`config.mk`:
```
export PLATFORM = sky130hd
export DESIGN_NAME = seq_detect_param
export DESIGN_NICKNAME = d
export VERILOG_FILES = /design/src/rtl/seq_detect_param.sv
export SDC_FILE = /design/constraint.sdc
export NUM_CORES = 1
export LEC_CHECK = 0
export ABC_CLOCK_PERIOD_IN_PS = 2400
export BUFFER_PORTS_ARGS = -buffer_cell sky130_fd_sc_hd__buf_2
export CORE_AREA = 2 2 81 60
export DETAILED_ROUTE_END_ITERATION = 8
export DIE_AREA = 0 0 83 62
export REMOVE_ABC_BUFFERS = 1
export SETUP_SLACK_MARGIN = 0.1
export SLEW_MARGIN = 25
export SYNTH_ARGS = -nofsm -noshare
export SYNTH_HDL_FRONTEND = slang
export SYNTH_SLANG_ARGS = --single-unit
export TNS_END_PERCENT = 50
```
`constraint.sdc`:
```
create_clock -name clk -period 2.4 [get_ports clk]
set_input_delay 0.12 -clock clk [delete_from_list [all_inputs] [get_ports clk]]
set_output_delay 0.12 -clock clk [all_outputs]
set_load 0.02 [all_outputs]
```
`src/rtl/seq_detect_param.sv`:
```
// seq_detect_param: serial dual-pattern detector.
// Shifts the serial input D into a history window (newest bit in the LSB) and
// raises the registered one-cycle flags F0/F1 when the window equals PAT0/PAT1.
// Each flag has a saturating hit counter. Overlapped or non-overlapped detection
// is selected at run time by ovl.
module seq_detect_param #(
    parameter int                PAT_W = 4,
    parameter logic [PAT_W-1:0]  PAT0  = 4'b1101,
    parameter logic [PAT_W-1:0]  PAT1  = 4'b0110,
    parameter int                CNT_W = 8
) (
    input  logic             clk,
    input  logic             res_n,
    input  logic             D,
    input  logic             en,
    input  logic             ovl,
    input  logic             clr,
    output logic             F0,
    output logic             F1,
    output logic [CNT_W-1:0] cnt0,
    output logic [CNT_W-1:0] cnt1
);

    // Fill counter must be able to hold the value PAT_W itself.
    localparam int                FILL_W      = $clog2(PAT_W + 1);
    localparam logic [FILL_W-1:0] FILL_FULL   = FILL_W'(PAT_W);
    // A window is complete once PAT_W-1 older bits are known plus the bit
    // being sampled now.
    localparam logic [FILL_W-1:0] FILL_THRESH = FILL_W'(PAT_W - 1);
    localparam logic [CNT_W-1:0]  CNT_MAX     = '1;

    // Channel 0 compares against PAT0, channel 1 against PAT1.
    localparam logic [1:0][PAT_W-1:0] PATS = {PAT1, PAT0};

    logic [PAT_W-1:0]  hist_reg;
    logic [FILL_W-1:0] fill_reg;
    logic [FILL_W-1:0] fill_next;
    logic [PAT_W-1:0]  window;
    logic              window_valid;
    logic              sample;
    logic [1:0]        hit;
    logic              any_hit;
    logic [1:0]        flag_bus;
    logic [1:0][CNT_W-1:0] cnt_bus;

    // clr outranks en, so a clearing edge never samples D.
    assign sample       = en && !clr;
    assign window       = {hist_reg[PAT_W-2:0], D};
    assign window_valid = (fill_reg >= FILL_THRESH);
    assign any_hit      = |hit;

    // Next fill count: restart after a hit in non-overlapped mode, otherwise
    // count up and stick at PAT_W.
    always_comb begin
        fill_next = fill_reg;
        if (!ovl && any_hit) begin
            fill_next = '0;
        end else if (fill_reg != FILL_FULL) begin
            fill_next = fill_reg + 1'b1;
        end
    end

    // History and fill state; both only move on a sampling edge.
    always_ff @(posedge clk or negedge res_n) begin
        if (!res_n) begin
            hist_reg <= '0;
            fill_reg <= '0;
        end else if (clr) begin
            hist_reg <= '0;
            fill_reg <= '0;
        end else if (sample) begin
            hist_reg <= window;
            fill_reg <= fill_next;
        end
    end

    // One comparator, flag register and saturating counter per pattern.
    generate
        for (genvar gi = 0; gi < 2; gi++) begin : g_chan
            logic             flag_reg;
            logic [CNT_W-1:0] cnt_reg;

            assign hit[gi] = sample && window_valid && (window == PATS[gi]);

            // Flag is a single-cycle pulse; counter sticks at all-ones.
            always_ff @(posedge clk or negedge res_n) begin
                if (!res_n) begin
                    flag_reg <= 1'b0;
                    cnt_reg  <= '0;
                end else if (clr) begin
                    flag_reg <= 1'b0;
                    cnt_reg  <= '0;
                end else begin
                    flag_reg <= hit[gi];
                    if (hit[gi] && (cnt_reg != CNT_MAX)) begin
                        cnt_reg <= cnt_reg + 1'b1;
                    end
                end
            end

            assign flag_bus[gi] = flag_reg;
            assign cnt_bus[gi]  = cnt_reg;
        end
    endgenerate

    assign F0   = flag_bus[0];
    assign F1   = flag_bus[1];
    assign cnt0 = cnt_bus[0];
    assign cnt1 = cnt_bus[1];

endmodule

```
==> flow_summary.yaml <==
die:
  die_width_um: 83
  initial_utilization: 0.283
  die_area_mm2: 0.00515
  row_count: 21
  floorplan.die.height_um: 62
  placeableCoreArea_mm2: 0.00449
  boundaryPins: 24
clocking:
  cts_setup_buffers: 0
  cts_made_buffers: 3
  clk_path_buf_depth: 2
  clock_pin_transition_on_the_worst_setup_and_hold_timing_paths_ns: 0.09
  tritoncts: "done"
  clk_latency_ns: 0.26
  cts-htree-levels: 1
  cts.sink_count: 24
  post_cts_resized: 0
  clock_root_cell: "clkbuf_8"
global_routing:
  global_route.usage.total: 0.115
  grt_start_max_net_pins: 25
  grt_first_pass_wirelength_um: 4650
  grt_overflow: 0
  number_of_antenna_violations_at_the_first_check_in_global_routing: 0
  grt_pass1_vias: 957
placed_design:
  buffer_ports.inserted: 23
  placed_cells: 212
  finalWeightedCongestion: 0.791
  placedInstanceArea_mm2: 0.00146
  detailed_place_hpwl_um: 2040
cells_and_area:
  nNetsFinal: 172
  final_cells: 216
  stdcell_area_mm2: 0.00151
  area.growth.synth_to_final_pct: 18.8
  layout_commonest_cell: "dfrtp_1"
  finalCoreUtilization: 0.337
  final_cell_mix: "dfrtp_1 (24), buf_2 (23), a21oi_1 (14)"
  number_of_filler_cells_placed_in_the_layout: 470
  antenna_cells: 0
  post_route_cells_drive_above_1_share: 0.201
sta:
  final-hold-violation-count: 0
  clock_skew_ns: 0.00608
  worst_hold_slack_ns: 0.105
  slew_violations: 0
  achievable-frequency_mhz: 443
  final_setup_violation_count: 0
  rsz0062_at_grt: "yes"
  timing.final.crit_share: 0.941
  relSlewSlack: 0.636
  timing.final.crit_period_ns: 2.26
  tightestPinTransition_ns: 0.546
  setup_tns_ns: 0
routing:
  drt_drc_violations_left: 0
  wl_per_cell_um: 13.0
  antenna_left: 0
  dr.first_iter.drc_count: 66
  vias_per_cell: 5.08
  vias: 1098
  drt_pre_antenna_iters: 4
  finalWirelength_um: 2800
synthesis:
  post_synth_inst_count: 135
  synth_sequential_area_ratio: 0.472
  share_of_flip_flops_with_an_asynchronous_set_or_reset: 1.00
  postSynthAreaPerCell_um2: 9.43
  ys_warn_count: 0
  synth-seq-cells: 24
  synth-main-ff-cell: "dfrtp_1"
  synth_edf_count: 0
  netlist-cell-type-count: 29
  post_synth_instance_area_mm2: 0.00127
power:
  power.density_cell_area_mw_per_mm2: 508
  cellLeakagePower_nw: 0.675
  irDropWorstVdd_mv: 0.326
critical_path:
  crit_type: "reg -> reg"
  critical_path.cell_chain: "or3b_1, or4_1, nor4_1, mux2_2"
  critPathArrivalTime_ns: 2.42
  timing.critical_path.slowest_cell_delay_ns: 0.67
  worst_path_required_ns: 2.56
  timing.critical_path.from_type: "register"
  critical_path.slowest_cell: "or4_1"
  critical_path_peak_fanout: 9
  crit_path_end_kind: "register"
  setup.reg_to_reg.worst_slack_ns: 0.14
hold_path:
  hp-class: "in -> reg"
status:
  outcome: "completed"
job:
  cap_violations: 0
## power by group
group / switching (W) / internal, W / total, W / leakage (nW)
Combinational: 0.0000527 / 0.0000398 / 0.0000925 / 0.321
Clock: 0.000126 / 0.000112 / 0.000238 / 0.0216
Sequential: 0.0000172 / 0.000420 / 0.000437 / 0.332
## path summary, 6_finish.rpt
check                            start          end  depth (start not counted)
min in group asynchronous        res_n      cnt1[7]                          2
max                        hist_reg[2]      cnt1[7]                          4
min                                clr      cnt0[1]                          2
max reg2reg                hist_reg[2]      cnt1[7]                          4
max in group asynchronous        res_n      cnt0[0]                          2
min reg2reg                hist_reg[1]  hist_reg[1]                          2
## stage by stage
stage	setup slack, ns	total power (W)
global placement	0.186	0.000539
floorplan	0.197	0.000501
CTS	0.134	0.000782
global route	0.0225	0.000818
finish	0.142	0.000768
detailed placement	0.139	0.000539
## Yosys cell counts (all sizes together), types with 2 or more instances
cell    number  area share
a21oi       14       0.055
buf          3       0.011
clkbuf       4       0.012
dfrtp       24        0.47
ha           5       0.049
inv          8       0.024
mux2         2       0.018
mux2i        2       0.016
nand2       10       0.029
nand2b       2      0.0098
nand3        7       0.028
nand3b       4       0.024
nand4        2      0.0098
nor2         9       0.027
nor2b        3       0.015
nor4         2      0.0098
o21ai        6       0.024
o311ai       2       0.014
o31ai        7       0.041
o41ai        2       0.014
or3          3       0.015
or4          8       0.047
## worst max-delay path: cells and delay by family (launching register included)
kind	cells	cell delay, ns
DFF	1	0.40
muxes	1	0.37
and+or+nand+nor	3	1.39
## timing repair
item                       CTS  global route
setup endpoints to repair    0             6
hold endpoints to repair    24             0
hold buffers                 1             0
## routing by layer
metal,up-vias,wire (µm),GRT usage,share of wire
li1,548,-,-,-
met4,0,14,0.0281,0.0050
met5,-,0,0,0
met2,14,1200,0.179,0.43
met1,534,1500,0.160,0.53
met3,2,84,0.0343,0.030
## cell type report
class	instances	area [µm²]	area share
clock buffer	3	41.3	0.0273
inverter	8	30.0	0.0199
multi-input combinational	96	614	0.406
sequential	24	601	0.397
tap	57	71.3	0.0471
timing repair buffer	28	155	0.103
## logic make-up (layout without fill, tap and decap cells)
family,count (synthesis),in the layout,share of synthesized area
muxes,4,4,0.0334
adders and majority gates,5,5,0.0491
and+or+nand+nor,51,51,0.220
buffers and inverters,15,39,0.0462
DFF,24,24,0.472
xor gates and xnor gates,1,1,0.00688
AOI/OAI and AO/OA,35,35,0.173
No activity file was read; power rests on OpenSTA's default activity.
